**src/rtl/eco_sweep_driver_pkg.sv**
```systemverilog
// Shared constants for the ECO sweep driver: FSM state encoding and default sizes.
package eco_pkg;

    // FSM state encoding; the ST_ prefix keeps these clear of the SETTLE parameter name
    typedef enum logic [1:0] {
        ST_IDLE   = 2'd0,
        ST_SETTLE = 2'd1,
        ST_CHECK  = 2'd2,
        ST_DONE   = 2'd3
    } eco_state_e;

    localparam int DEF_WIDTH  = 3;
    localparam int DEF_SETTLE = 2;
    localparam int DEF_ERRW   = 7;

endpackage

```
**src/rtl/eco_sweep_if.sv**
```systemverilog
// Bundle between the sweep driver and the slice/bench around it.
// Handshake: start is a request level sampled on the rising edge; it is accepted
// only while the driver is not busy (IDLE or DONE) and is otherwise dropped, with
// no queuing. busy acknowledges acceptance from the following cycle; done marks
// results valid until the next accepted start or reset.
interface eco_sweep_if #(
    parameter int WIDTH = 3,
    parameter int ERRW  = 7
);
    logic                 start;
    logic [WIDTH-1:0]     a_out;
    logic [WIDTH-1:0]     b_out;
    logic [WIDTH-1:0]     y_in;
    logic                 busy;
    logic                 done;
    logic                 pass;
    logic [ERRW-1:0]      err_count;
    logic [2*WIDTH-1:0]   first_fail_vec;
    logic                 first_fail_valid;
    logic [1:0]           dbg_state;

    // Driver side
    modport master (
        input  start, y_in,
        output a_out, b_out, busy, done, pass, err_count,
               first_fail_vec, first_fail_valid, dbg_state
    );

    // Slice / controller side
    modport slave (
        output start, y_in,
        input  a_out, b_out, busy, done, pass, err_count,
               first_fail_vec, first_fail_valid, dbg_state
    );
endinterface

```
**src/rtl/eco_golden_ref.sv**
```systemverilog
// Golden function of the slice under test; swap this module per ECO case.
module eco_golden_ref #(
    parameter int WIDTH = 3
) (
    input  logic [WIDTH-1:0] a,
    input  logic [WIDTH-1:0] b,
    output logic [WIDTH-1:0] exp
);
    // Bitwise NOR reference
    always_comb begin
        exp = ~(a | b);
    end
endmodule

```
**src/rtl/eco_sweep_driver.sv**
```systemverilog
// Sweeps every {b, a} operand pair into the slice, waits SETTLE cycles, checks y
// against the golden model, and reports error count, first failing vector and pass.
module eco_sweep_driver
    import eco_pkg::*;
#(
    parameter int WIDTH  = DEF_WIDTH,
    parameter int SETTLE = DEF_SETTLE,
    parameter int ERRW   = DEF_ERRW
) (
    input  logic         clk,
    input  logic         rst,
    eco_sweep_if.master  bus
);
    localparam int VW = 2 * WIDTH;
    // Settle counter only needs to reach SETTLE-1; keep at least one bit
    localparam int CW = (SETTLE > 1) ? $clog2(SETTLE) : 1;
    localparam logic [CW-1:0] CNT_LAST = CW'((SETTLE > 0) ? SETTLE - 1 : 0);
    // With SETTLE=0 the settle phase is skipped entirely
    localparam eco_state_e VEC_ENTRY = (SETTLE == 0) ? ST_CHECK : ST_SETTLE;

    eco_state_e        state_q, state_d;
    logic [VW-1:0]     vec_q, vec_d;
    logic [CW-1:0]     cnt_q, cnt_d;
    logic [ERRW-1:0]   err_q, err_d;
    logic [VW-1:0]     ffvec_q, ffvec_d;
    logic              ffvalid_q, ffvalid_d;
    logic              busy_q, busy_d;
    logic              done_q, done_d;

    logic [WIDTH-1:0]  a_cur, b_cur, exp_y;
    logic              mismatch;
    logic              vec_last;

    // FSM control strobes
    logic              accept;
    logic              cnt_inc;
    logic              check_en;

    assign a_cur    = vec_q[WIDTH-1:0];
    assign b_cur    = vec_q[VW-1:WIDTH];
    assign vec_last = (vec_q == {VW{1'b1}});

    eco_golden_ref #(.WIDTH(WIDTH)) u_golden (
        .a   (a_cur),
        .b   (b_cur),
        .exp (exp_y)
    );

    assign mismatch = |(bus.y_in ^ exp_y);

    // State register
    always_ff @(posedge clk) begin
        if (rst) begin
            state_q <= ST_IDLE;
        end else begin
            state_q <= state_d;
        end
    end

    // Next-state logic
    always_comb begin
        state_d = state_q;
        case (state_q)
            ST_IDLE, ST_DONE: begin
                if (bus.start) begin
                    state_d = VEC_ENTRY;
                end
            end
            ST_SETTLE: begin
                if (cnt_q == CNT_LAST) begin
                    state_d = ST_CHECK;
                end
            end
            ST_CHECK: begin
                state_d = vec_last ? ST_DONE : VEC_ENTRY;
            end
            default: state_d = ST_IDLE;
        endcase
    end

    // FSM output decode: control strobes for the datapath
    always_comb begin
        accept   = 1'b0;
        cnt_inc  = 1'b0;
        check_en = 1'b0;
        case (state_q)
            ST_IDLE, ST_DONE: accept   = bus.start;
            ST_SETTLE:        cnt_inc  = 1'b1;
            ST_CHECK:         check_en = 1'b1;
            default: ;
        endcase
    end

    // Datapath next-state: vector, settle counter, error tracking, status flags
    always_comb begin
        vec_d     = vec_q;
        cnt_d     = cnt_q;
        err_d     = err_q;
        ffvec_d   = ffvec_q;
        ffvalid_d = ffvalid_q;
        busy_d    = busy_q;
        done_d    = done_q;
        if (accept) begin
            vec_d     = '0;
            cnt_d     = '0;
            err_d     = '0;
            ffvec_d   = '0;
            ffvalid_d = 1'b0;
            done_d    = 1'b0;
            busy_d    = 1'b1;
        end
        if (cnt_inc) begin
            cnt_d = cnt_q + 1'b1;
        end
        if (check_en) begin
            if (mismatch) begin
                if (err_q != {ERRW{1'b1}}) begin
                    err_d = err_q + 1'b1;
                end
                if (!ffvalid_q) begin
                    ffvec_d   = {b_cur, a_cur};
                    ffvalid_d = 1'b1;
                end
            end
            if (vec_last) begin
                busy_d = 1'b0;
                done_d = 1'b1;
            end else begin
                vec_d = vec_q + 1'b1;
                cnt_d = '0;
            end
        end
    end

    // Datapath registers
    always_ff @(posedge clk) begin
        if (rst) begin
            vec_q     <= '0;
            cnt_q     <= '0;
            err_q     <= '0;
            ffvec_q   <= '0;
            ffvalid_q <= 1'b0;
            busy_q    <= 1'b0;
            done_q    <= 1'b0;
        end else begin
            vec_q     <= vec_d;
            cnt_q     <= cnt_d;
            err_q     <= err_d;
            ffvec_q   <= ffvec_d;
            ffvalid_q <= ffvalid_d;
            busy_q    <= busy_d;
            done_q    <= done_d;
        end
    end

    assign bus.a_out            = a_cur;
    assign bus.b_out            = b_cur;
    assign bus.busy             = busy_q;
    assign bus.done             = done_q;
    assign bus.pass             = done_q & (err_q == '0);
    assign bus.err_count        = err_q;
    assign bus.first_fail_vec   = ffvec_q;
    assign bus.first_fail_valid = ffvalid_q;
    assign bus.dbg_state        = state_q;

endmodule

```
**src/flat_wrapper.sv**
```systemverilog
// flat-port wrapper written by rule: the top's interface ports become plain ports
module eco_sweep_driver_flat import eco_pkg::*;
#(
    parameter int WIDTH  = DEF_WIDTH,
    parameter int SETTLE = DEF_SETTLE,
    parameter int ERRW   = DEF_ERRW
)
  (clk, rst, bus_start, bus_y_in, bus_a_out, bus_b_out, bus_busy, bus_done, bus_pass, bus_err_count, bus_first_fail_vec, bus_first_fail_valid, bus_dbg_state);
  eco_sweep_if #(.WIDTH(WIDTH), .ERRW(ERRW)) bus_i ();
  input  logic clk;
  input  logic rst;
  input wire logic [$bits(bus_i.start)-1:0] bus_start;
  input wire logic [$bits(bus_i.y_in)-1:0] bus_y_in;
  output wire logic [$bits(bus_i.a_out)-1:0] bus_a_out;
  output wire logic [$bits(bus_i.b_out)-1:0] bus_b_out;
  output wire logic [$bits(bus_i.busy)-1:0] bus_busy;
  output wire logic [$bits(bus_i.done)-1:0] bus_done;
  output wire logic [$bits(bus_i.pass)-1:0] bus_pass;
  output wire logic [$bits(bus_i.err_count)-1:0] bus_err_count;
  output wire logic [$bits(bus_i.first_fail_vec)-1:0] bus_first_fail_vec;
  output wire logic [$bits(bus_i.first_fail_valid)-1:0] bus_first_fail_valid;
  output wire logic [$bits(bus_i.dbg_state)-1:0] bus_dbg_state;
  assign bus_i.start = bus_start;
  assign bus_i.y_in = bus_y_in;
  assign bus_a_out = bus_i.a_out;
  assign bus_b_out = bus_i.b_out;
  assign bus_busy = bus_i.busy;
  assign bus_done = bus_i.done;
  assign bus_pass = bus_i.pass;
  assign bus_err_count = bus_i.err_count;
  assign bus_first_fail_vec = bus_i.first_fail_vec;
  assign bus_first_fail_valid = bus_i.first_fail_valid;
  assign bus_dbg_state = bus_i.dbg_state;
  eco_sweep_driver #(.WIDTH(WIDTH), .SETTLE(SETTLE), .ERRW(ERRW)) u_core (.clk(clk), .rst(rst), .bus(bus_i));
endmodule
```
**config.mk**
```make
export PLATFORM = sky130hd
export DESIGN_NAME = eco_sweep_driver_flat
export DESIGN_NICKNAME = d
export VERILOG_FILES = /design/src/rtl/eco_sweep_driver_pkg.sv /design/src/rtl/eco_sweep_if.sv /design/src/rtl/eco_golden_ref.sv /design/src/rtl/eco_sweep_driver.sv /design/src/flat_wrapper.sv
export SDC_FILE = /design/constraint.sdc
export NUM_CORES = 1
export LEC_CHECK = 0
export BUFFER_PORTS_ARGS = -buffer_cell sky130_fd_sc_hd__buf_2
export CAP_MARGIN = 20
export CORE_MARGIN = 4
export CORE_UTILIZATION = 53
export DETAILED_ROUTE_END_ITERATION = 12
export PLACE_DENSITY = 0.79
export SLEW_MARGIN = 20
export SYNTH_ARGS = -nofsm -noshare
export SYNTH_HDL_FRONTEND = slang
export SYNTH_SLANG_ARGS = --single-unit
```
**constraint.sdc**
```tcl
create_clock -name clk -period 4.69 [get_ports clk]
set_input_delay 0.469 -clock clk [delete_from_list [all_inputs] [get_ports clk]]
set_output_delay 0.469 -clock clk [all_outputs]
set_load 0.1 [all_outputs]
```
---- Yosys cells after proc, flatten, opt, wreduce, memory -nomap -nowiden ----
Index checks and enable logic that the tools add are counted.
operators by class
  mux-type cells .......................... 32
  equal/unequal tests ..................... 7
  add/subtract/negate cells ............... 3
  bitwise logic cells ..................... 4
  reductions and logical operators ........ 5
operators by type and width
  operator               number
  $mux W6                7
  $mux W7                4
  $mux W1                17
  $add A7 B1 Y7 const B  1
  $logic_not A7 Y1       1
  $ne A7 B7 Y1 const B   1
  $add A6 B1 Y6 const B  1
  $eq A6 B6 Y1 const B   1
  $mux W2                3
  $pmux W2 S3            1
  $eq A2 B2 Y1 const B   2
  $not A3 Y3             1
  $or A3 B3 Y3           1
  $reduce_or A3 Y1       1
  $xor A3 B3 Y3          1
  $eq A2 B1 Y1 const B   1
  $logic_not A2 Y1       1
  $ne A2 B1 Y1 const B   1
  $ne A2 B2 Y1 const B   1
  $reduce_and A2 Y1      1
  $reduce_or A2 Y1       1
  $add A1 B1 Y1 const B  1
  $and A1 B1 Y1          1
word-level totals
  flip-flop bits (word level) ............. 25
  logic and storage cells ................. 59

---- Depth between registers and ports, before layout ----
Gate-level depths: netlist of run 1.
  word-level depth ........................ 7
  gate-level depth with buffers ........... 7
  depth with buffers taken out ............ 7

---- By module ----
Synthesis of run 1 repeated with hierarchy kept, for this count alone.
unflattened totals
  cells, all modules ...................... 158
  area, all modules ....................... 1,353.8 um^2
by module, submodules not included
  module            seq. area each (um^2)  instances  cells an instance  area each (um^2)
  eco_sweep_driver  500.5                  1          155                1,342.5
  eco_golden_ref    0.0                    1          3                  11.3

---- Worst setup path before layout of run 1 ----
No wires, ideal clock.
  path type ............................... register to output
  from .................................... register u_core.done_q, in the netlist u_core.bus.done
  to ...................................... output port bus_pass
  path slack .............................. 279 ps
  arrival time ............................ 3,942 ps
  path buffers ............................ 0
  required time ........................... 4,221 ps
  stages on the path, launching flop included .. 3
  cell sequence ........................... dfxtp_1 > nand3_1 > nor4_1
between the ends
  word-level cells in the longest chain between the ends .. 1
ends and longest elaborated chain
  what                      line                     text
  start: declaration        eco_sweep_driver.sv:28   logic done_q, done_d;
  start signal: assignment  eco_sweep_driver.sv:152  done_q <= done_d;
  $and A1 B1 Y1             eco_sweep_driver.sv:160  assign bus.pass = done_q & (err_q == '0);
  end: declaration          flat_wrapper.sv:18       output wire logic [$bits(bus_i.pass)-1:0] bus_pass;
Every way passes these cells.

---- Worst setup path after layout of run 1 ----
  from .................................... register u_core.err_q[0], in the netlist u_core.bus.err_count[0]
  to ...................................... output port bus_pass
between the ends
  word-level cells in the longest chain between the ends .. 2
ends and longest elaborated chain
  what                      line                     text
  start: declaration        eco_sweep_driver.sv:24   logic [ERRW-1:0] err_q, err_d;
  start signal: assignment  eco_sweep_driver.sv:148  err_q <= err_d;
  $logic_not A7 Y1          eco_sweep_driver.sv:160
  $and A1 B1 Y1             eco_sweep_driver.sv:160
Every way passes these cells.

==> results of run 1 <==
-- flip-flops by register name (all words and copies together), names as in the netlist --
signal and flops:
u_core.bus.busy 1, u_core.bus.dbg_state 2, u_core.bus.done 1, u_core.bus.err_count 7
u_core.bus.first_fail_valid 1, u_core.bus.first_fail_vec 6, u_core.cnt_q 1, u_core.vec_q 6
-- layout make-up --
cell class,count,area share
Timing Repair Buffer,30,0.100
Inverter,6,0.0151
Sequential cell,25,0.334
Multi-Input combinational cell,121,0.509
Tap cell,28,0.0234
Clock buffer,4,0.0176
-- report_power, final --
part | internal (W) | leakage [nW] | switching [W]
combinational | 0.0000184 | 0.361 | 0.0000575
clock | 0.0000334 | 0.0150 | 0.0000646
sequential | 0.000217 | 0.202 | 0.00000523
total | 0.000269 | 0.578 | 0.000127
-- synthesized netlist by cell type (all sizes together) --
library cell	instances	area, sq um
nor4b	1	23.8
buf	4	25.0
o21ai	5	25.0
nor4	1	6.26
ha	6	75.1
or3	3	18.8
o32ai	1	8.76
or4	2	15.0
nor2	13	48.8
o2111ai	1	8.76
nand2	15	56.3
and4	1	8.76
nand3b	8	60.1
a311oi	1	8.76
a21o	1	15.0
nand3	12	60.1
o22ai	2	12.5
and2	2	12.5
dfxtp	25	500
or2	1	6.26
a2111oi	1	8.76
a211oi	2	15.0
nor3	4	36.3
nand4	1	6.26
nand2b	1	6.26
o21a	3	23.8
xnor2	1	8.76
o211ai	5	37.5
clkbuf	4	15.0
inv	6	22.5
a31oi	4	25.0
nor2b	3	18.8
a21oi	20	100
-- cell usage in the layout, fill, tap and decap left out, types with 2 or more instances in the layout --
cell type,Yosys,routed
o211ai_1,5,5
nor3_1,2,2
o21ai_0,5,5
nand3b_1,8,8
a31oi_1,4,4
ha_1,6,6
buf_2,2,30
o21a_1,2,2
or3_1,3,3
nand3_1,12,12
or4_1,2,2
and2_1,2,2
dfxtp_1,25,25
a21oi_1,20,20
inv_1,6,6
nor2b_1,3,3
nor2_1,13,13
nand2_1,15,15
clkbuf_4,0,3
o22ai_1,2,2
-- path summary, 6_finish.rpt --
| kind | endpoint | slack [ns] | from | cells after the start |
|---|---|---|---|---|
| worst max-delay path | bus_pass | 2.60 | u_core.bus.err_count[0] | 5 |
| worst min-delay path | u_core.bus.done | 0.49 | u_core.bus.done | 2 |
| worst max register to register | u_core.bus.err_count[2] | 2.79 | u_core.vec_q[5] | 5 |
| worst min register to register | u_core.bus.done | 0.49 | u_core.bus.done | 2 |
-- kinds of logic after synthesis --
family          synth area share
simple gates               0.291
xor+xnor                 0.00664
buf+inv                   0.0474
flops                      0.379
compound gates             0.219
fa+ha+maj                 0.0569
-- routing by layer --
metal | routed length, um | track usage
met5 | 0 | 0
met4 | 56 | 0.0894
met3 | 202 | 0.0490
met2 | 1500 | 0.337
met1 | 1350 | 0.217
-- critical path, cell delays in order, from the launching register on --
cell     delay [ns]
dfxtp_1        0.38
inv_1          0.09
ha_1           0.15
nand3_1        0.06
nor4_1         0.15
buf_2          0.47
-- stage by stage --
stage	worst slack [ns]	power, W	instance area [sq um]	hold slack [ns]
after detailed placement	2.53	0.000303	1470	0.473
after global routing	2.48	0.000415	1500	0.526
after CTS	2.56	0.000400	1490	0.492
after global placement	2.66	0.000300	1470	0.468
final	2.60	0.000397	1500	0.487
after floorplan	0.279	0.000288	1320	0.565
==> reports/results.ini, run 1 <==
[run_status]
status = completed

[clocking]
clock-sinks = 25
htree_levels = 1
cts-buffers-inserted = 3
post_cts_buffers = 0
clk_pin_slew_ns = 0.13
post_cts_resized = 0
cts_tree = built
clock_path_buffers = 2
clk_latency_ns = 0.33
cts_hold_buf = 0
root_buffer = clkbuf_4

[yosys]
synth_nets = 172
synth.distinct_cells = 38
synth.avg_cell_area_sq_um = 8.25
syn_area_sq_um = 1320
netlist_instances = 160
ys_ff_latch = 25
yosys_warnings = 0
synth_sequential_area_ratio = 0.379

[cells_and_area]
drive_above_1_share = 0.215
diodes = 0
nNetsFinal = 199
regArea_sq_um = 500
syn2layout_area_growth_pct = 13.4
finish.utilization = 0.651
finalNonFillerCells = 214
multi_input_area_sq_um = 762
nFillCells = 201

[place]
placed_cells = 210
portBuffers = 30
place.gp.congestion = 0.844
dp_hpwl_um = 2280

[global_route]
grt_overflow = 0
grt_max_degree = 27
antenna_found_initial = 0
grt_pass1_wl_um = 5150
grt_usage = 0.193
grt_pass1_vias = 1230

[sta]
period_needed_ns = 2.09
relSlewSlack = 0.538
setup_violations = 0
grt_setup_unrepaired = false
finClkSkew_ns = 0.00274
fin_setup_tns_ns = 0
tightest_slew_ns = 0.694
slew_violations = 0
fmax_mhz = 479
fin_crit_sh = 0.446
hold_violations = 0

[worst_setup_path]
critical_path_class = register to output pin
worst-path-max-fanout = 5
worst_ep_arrival_time_ns = 1.62
worst_setup_path_end_kind = output pin
critPathRequiredTime_ns = 4.22
startpoint_type = register

[routing]
totalWireLength_um = 3110
wl_per_cell_um = 14.5
detail-route-antenna-nets = 0
remaining_drc_errors = 0
first_iter_violations = 43
drt_pre_antenna_iters = 4
vias = 1282
via_per_inst = 5.99

[worst_hold_path]
hp-class = register to register

[floorplan]
io_pins = 31
dieArea_sq_um = 3350
die_y_um = 57.9
rows = 17
core_area_sq_um = 2300
initial_core_util = 0.575
die_x_um = 57.9

[pwr]
p_leak_nw = 0.578
power_density_nw_per_um2 = 265
ir_drop_v = 0.000240

[job]
cap_violations = 0

No activity file was read; power rests on OpenSTA's default activity.
==> run 2: changes to the inputs <==
ABC_AREA = 1   (was not set)
PLACE_DENSITY = 0.78   (was 0.79)
clock period = 2 ns   (was 4.69 ns; I/O delays follow)
==> reports/results.ini, run 2 <==
[run_status]
status = completed  ; unchanged

[pwr]
power_density_nw_per_um2 = 875  ; was 265 nW/um^2
ir_drop_v = 0.000868  ; was 0.000240 V
total_power_w = 0.00147  ; was 0.000397 W
p_leak_nw = 0.839  ; was 0.578 nW

[clocking]
clk_pin_slew_ns = 0.14  ; was 0.13 ns
clock_path_buffers = 2  ; unchanged
cts-buffers-inserted = 3  ; unchanged
root_buffer = clkbuf_4  ; unchanged
clock-sinks = 25  ; unchanged
cts_hold_buf = 0  ; unchanged
htree_levels = 1  ; unchanged
clk_latency_ns = 0.33  ; about the same
cts_tree = built  ; unchanged

[routing]
wl_per_cell_um = 12.0  ; was 14.5 um
totalWireLength_um = 3220  ; was 3110 um
first_iter_violations = 44  ; was 43
remaining_drc_errors = 0  ; unchanged
via_per_inst = 5.10  ; was 5.99
drt_pre_antenna_iters = 4  ; unchanged
vias = 1371  ; was 1282
detail-route-antenna-nets = 0  ; unchanged

[floorplan]
io_pins = 31  ; unchanged
core_area_sq_um = 2570  ; was 2300 sq um
initial_core_util = 0.577  ; was 0.575
rows = 18  ; was 17
die_x_um = 60.9  ; was 57.9 um
die_y_um = 60.9  ; was 57.9 um
dieArea_sq_um = 3710  ; was 3350 sq um

[global_route]
grt_pass1_wl_um = 5270  ; was 5150 um
grt_overflow = 0  ; unchanged
grt_usage = 0.192  ; was 0.193
grt_pass1_vias = 1173  ; was 1230
antenna_found_initial = 0  ; unchanged
grt_max_degree = 18  ; was 27

[cells_and_area]
nNetsFinal = 252  ; was 199
finalNonFillerCells = 269  ; was 214
drive_above_1_share = 0.310  ; was 0.215
syn2layout_area_growth_pct = 13.1  ; was 13.4%
mostFrequentLayoutCell = nand2_1  ; was buf_2
final_cell_mix = nand2_1 (59), buf_2 (29), nor2_1 (27)  ; was buf_2 (30), dfxtp_1 (25), a21oi_1 (20)
largest_register_ffs = 7  ; unchanged
final_area_sq_um = 1680  ; was 1500 sq um
diodes = 0  ; unchanged
finish.utilization = 0.653  ; was 0.651

[sta]
period_needed_ns = 1.90
grt_setup_unrepaired = false  ; unchanged
slew_violations = 0  ; unchanged
fin_crit_sh = 0.951
setup_violations = 0  ; unchanged
hold_violations = 0  ; unchanged
finClkSkew_ns = 0.00498  ; was 0.00274 ns
relSlewSlack = 0.648  ; was 0.538
tightest_slew_ns = 0.528  ; was 0.694 ns
fin_setup_tns_ns = 0  ; unchanged
fmax_mhz = 526

[yosys]
yosys_warnings = 0  ; unchanged
synth_sequential_area_ratio = 0.338  ; was 0.379
netlist_instances = 214  ; was 160
synth_top_area_cell = dfxtp_1  ; unchanged
post-synth-top-count-cell = nand2_1  ; was dfxtp_1
synth_top_flop_cell = dfxtp_1  ; unchanged
ys_ff_latch = 25  ; unchanged
synthDominantCellAreaShare = 0.338  ; was 0.379
ys_top_cells_by_count = nand2_1 (59), nor2_1 (27), dfxtp_1 (25)  ; was dfxtp_1 (25), a21oi_1 (20), nand2_1 (15)
synth_edf_count = 0  ; unchanged
syn_area_sq_um = 1480  ; was 1320 sq um
synth.area.top_cells = dfxtp_1 (34%), nand2_1 (15%), nor2_1 (6.8%), ha_1 (5.1%), inv_1 (5.1%)  ; was dfxtp_1 (38%), a21oi_1 (7.6%), ha_1 (5.7%), nand3_1 (4.5%), nand3b_1 (4.5%)
synth-async-reset-ratio = 0  ; unchanged
synth_nets = 226  ; was 172
synth.distinct_cells = 30  ; was 38
synth.avg_cell_area_sq_um = 6.92  ; was 8.25 sq um

[worst_setup_path]
critical_path_class = register to output pin  ; unchanged
critPathRequiredTime_ns = 1.80  ; was 4.22 ns
worst_ep_arrival_time_ns = 1.70  ; was 1.62 ns
startpoint_type = register  ; unchanged
worst-r2r-cell-count = 8  ; was 5
worst_setup_path_end_kind = output pin  ; unchanged
worst-path-max-fanout = 7  ; was 5

[place]
place.gp.congestion = 0.793  ; was 0.844
dp_hpwl_um = 2390  ; was 2280 um
portBuffers = 30  ; unchanged
dpl_cell_area_sq_um = 1650  ; was 1470 sq um
placed_cells = 265  ; was 210

[worst_hold_path]
hp-class = input pin to register  ; was register to register
min_path_cells = 2  ; unchanged

[job]
cap_violations = 0  ; unchanged

-- run 2: cell types whose count changed after synthesis, sizes merged, moves of 4 or more --
| cell | before | now |
|---|---|---|
| nand2 | 15 | 64 |
| nand3b | 8 | 0 |
| buf | 4 | 8 |
| inv | 6 | 26 |
| nor2 | 13 | 33 |
| a21oi | 20 | 11 |
| nand3 | 12 | 17 |
-- run 2: layout make-up --
type                       count  area, sq um
timing repair buffer          31          160
inverter                      26         97.6
sequential                    25          524
fill                         238          892
tap                           30         37.5
clock buffer                   4         26.3
multi-input combinational    153          830
-- run 2: through the flow --
step	hold slack, ns	worst slack (ns)
global route	0.159	0.0249
global placement	0.473	0.407
finish	0.178	0.0974
CTS	0.172	0.00488
floorplan	0.444	-0.131
detailed placement	0.476	0.390
-- run 2: metal layers --
layer  vias up  part of all wire  track usage
li1        726                 -            -
met1       612              0.51        0.268
met2        28              0.43        0.292
met3         5             0.042       0.0298
met4         0             0.019       0.0836
met5         -                 0            0
-- run 2: worst max-delay path, cell delays in order, from the launching register on --
cell and delay, ns:
dfxtp_4 0.39, inv_2 0.06, ha_1 0.13, nand4_1 0.14
nor4_4 0.29, clkbuf_4 0.37
-- run 2: path summary, 6_finish.rpt --
path	startpoint	end	slack [ns]
min	rst	u_core.bus.done	0.18
min reg2reg	u_core.bus.first_fail_valid	u_core.bus.first_fail_valid	0.50
max	u_core.bus.err_count[0]	bus_pass	0.1
max reg2reg	u_core.bus.dbg_state[0]	u_core.bus.first_fail_vec[3]	0.41
-- run 2: where the power goes --
part           leakage (nW)  internal (W)  switching, W  total, W
logic                 0.616      0.000126      0.000514  0.000640
registers             0.209      0.000548     0.0000446  0.000593
clock network        0.0150     0.0000783      0.000155  0.000233
total                 0.839      0.000753      0.000713   0.00147
-- run 2: kinds of logic after synthesis --
logic type | share of synthesized area
and+or+nand+nor | 0.389
AOI/OAI and AO/OA | 0.0921
xor gates and xnor gates | 0.0177
adders and majority gates | 0.0507
DFF | 0.338
buffers and inverters | 0.112
-- run 2: repair_timing --
| action | 4_1_cts | 5_1_grt |
|---|---|---|
| buffers inserted | 0 | 0 |
| endpoints found under the hold margin | 0 | 0 |
| gates resized for setup | 0 | 1 |
| setup endpoints to repair | 0 | 1 |
==> run 3: changes to the inputs <==
SETUP_SLACK_MARGIN = 0.5   (was not set)
==> reports/results.ini, run 3 (synthesized netlist as in run 2, its figures left out) <==
[worst_setup_path]
worst_setup_path_end_kind = output pin  ; unchanged
worst-path-max-fanout = 2  ; was 7
worst-r2r-cell-count = 9  ; was 8
critPathRequiredTime_ns = 1.80  ; about the same
cp_slowest_cell = dfxtp_4  ; unchanged
critical_path.top_delay_family = flip-flops  ; was buffers and inverters
critical_path_class = register to output pin  ; unchanged
critical-path-max-stage-delay_ns = 0.38  ; was 0.39 ns
startpoint_type = register  ; unchanged
path_buf_inv = 2  ; unchanged
worst_ep_arrival_time_ns = 1.45  ; was 1.70 ns
crit_chain = inv_4 > ha_4 > nand4_1 > nor4_4 > buf_6  ; was inv_2 > ha_1 > nand4_1 > nor4_4 > clkbuf_4
cp.depth = 5  ; unchanged

[cells_and_area]
nNetsFinal = 256  ; was 252
largest_register_ffs = 7  ; unchanged
finalNonFillerCells = 273  ; was 269
diodes = 0  ; unchanged
final_area_sq_um = 1820  ; was 1680 sq um
mostFrequentLayoutCell = nand2_1  ; unchanged
nFillCells = 213  ; was 238
final_cell_mix = nand2_1 (58), nor2_1 (27), buf_2 (27)  ; was nand2_1 (59), buf_2 (29), nor2_1 (27)
syn2layout_area_growth_pct = 23.0  ; was 13.1%
drive_above_1_share = 0.379  ; was 0.310

[clocking]
clk_pin_slew_ns = 0.14  ; about the same
cts_tree = built  ; unchanged
clk_latency_ns = 0.32  ; was 0.33 ns
root_buffer = clkbuf_4  ; unchanged
clock-sinks = 25  ; unchanged
cts-buffers-inserted = 3  ; unchanged
htree_levels = 1  ; unchanged
clock_path_buffers = 2  ; unchanged

[place]
dp_hpwl_um = 2520  ; was 2390 um
dpl_cell_area_sq_um = 1710  ; was 1650 sq um
portBuffers = 30  ; unchanged
place.gp.congestion = 0.823  ; was 0.793
placed_cells = 265  ; unchanged

[global_route]
grt_usage = 0.197  ; was 0.192
grt_max_degree = 18  ; unchanged
use_met1 = 0.274  ; was 0.268
grt_pass1_vias = 1201  ; was 1173
grt_overflow = 0  ; unchanged
grtUsageMet2 = 0.324  ; was 0.292
gr-usage-met3 = 0.0277  ; was 0.0298
grt_pass1_wl_um = 5520  ; was 5270 um
antenna_found_initial = 0  ; unchanged
grt_most_used_layer = met2  ; unchanged

[pwr]
p_clk_frac = 0.147  ; was 0.159
p_leak_nw = 0.864  ; was 0.839 nW
p_int_w = 0.000792  ; was 0.000753 W
p_seq_frac = 0.385  ; was 0.404
power_density_nw_per_um2 = 844  ; was 875 nW/um^2
p_sw_frac = 0.485  ; was 0.487
combPwrFrac = 0.467  ; was 0.437
power.switching_w = 0.000745  ; was 0.000713 W
ir_drop_v = 0.000837  ; was 0.000868 V

[routing]
remaining_drc_errors = 0  ; unchanged
drt_pre_antenna_iters = 4  ; unchanged
via_per_inst = 5.26  ; was 5.10
totalWireLength_um = 3550  ; was 3220 um
vias = 1435  ; was 1371
first_iter_violations = 82  ; was 44
wl_per_cell_um = 13.0  ; was 12.0 um
detail-route-antenna-nets = 0  ; unchanged

[sta]
fmax_mhz = 606  ; was 526 MHz
tightest_slew_ns = 0.519  ; was 0.528 ns
period_needed_ns = 1.65  ; was 1.90 ns
relSlewSlack = 0.654  ; was 0.648
finClkSkew_ns = 0.0116  ; was 0.00498 ns
slew_violations = 0  ; unchanged
hold_violations = 0  ; unchanged
grt_setup_unrepaired = true  ; was false
fin_setup_tns_ns = 0  ; unchanged
fin_crit_sh = 0.825  ; was 0.951
setup_violations = 0  ; unchanged

[floorplan]
die_x_um = 60.9  ; unchanged
initial_core_util = 0.577  ; unchanged
core_area_sq_um = 2570  ; unchanged
dieArea_sq_um = 3710  ; unchanged
die_y_um = 60.9  ; unchanged
io_pins = 31  ; unchanged
rows = 18  ; unchanged

[worst_hold_path]
hp-class = input pin to register  ; unchanged
min_path_cells = 2  ; unchanged

[run_status]
status = completed  ; unchanged

[job]
cap_violations = 0  ; unchanged

[run 3: cell types whose count changed in the layout (fill, tap and decap cells not counted), moves of 3 or more]
| cell | previous run | this run |
|---|---|---|
| ha_1 | 6 | 2 |
| ha_4 | 0 | 3 |
| dfxtp_1 | 14 | 8 |
| buf_4 | 1 | 4 |
| dfxtp_4 | 4 | 12 |
| nand3_4 | 1 | 4 |
[run 3: per-layer routing]
metal | part of all wire | routed length, um
met1 | 0.46 | 1640
met5 | 0 | 0
met2 | 0.47 | 1670
met4 | 0.0065 | 23
met3 | 0.062 | 219
[run 3: area by class of cell]
cell class              instances  area [sq um]  area share
multi-input cells             154           915       0.502
flip-flops and latches         25           552       0.303
repair buffers                 34           191       0.105
inverters                      26           100      0.0549
well taps                      30          37.5      0.0206
clock buffers                   4          26.3      0.0144
[run 3: power groups by stage]
stage	Clock, W	Sequential (W)	Combinational (W)
detailed placement	0	0.000606	0.000673
CTS	0.000232	0.000591	0.000688
floorplan	0	0.000890	0.000295
global placement	0	0.000604	0.000662
finish	0.000226	0.000592	0.000718
global route	0.000255	0.000601	0.000772
[run 3: worst paths after layout]
| check | from | end | slack (ns) |
|---|---|---|---|
| max | u_core.bus.err_count[0] | bus_pass | 0.35 |
| min reg2reg | u_core.bus.first_fail_valid | u_core.bus.first_fail_valid | 0.49 |
| max reg2reg | u_core.bus.err_count[0] | u_core.bus.err_count[1] | 0.46 |
| min | rst | u_core.vec_q[2] | 0.17 |
[run 3: repair_timing]
action,CTS,global route
setup buffers,3,0
cloned,0,1
endpoints found under the hold margin,0,0
gates resized for setup,3,8
endpoints found under the setup margin,1,17
hold buffers,0,0
pin swaps,2,1
[run 3: through the flow]
stage / utilization / hold WS [ns] / total power [W] / worst slack, ns
after floorplan: - / 0.444 / 0.00119 / -0.128
after global placement: 0.668 / 0.464 / 0.00127 / 0.415
after global routing: 0.710 / 0.173 / 0.00163 / 0.254
final: 0.710 / 0.169 / 0.00154 / 0.350
after CTS: 0.690 / 0.159 / 0.00151 / 0.361
after detailed placement: 0.668 / 0.468 / 0.00128 / 0.400
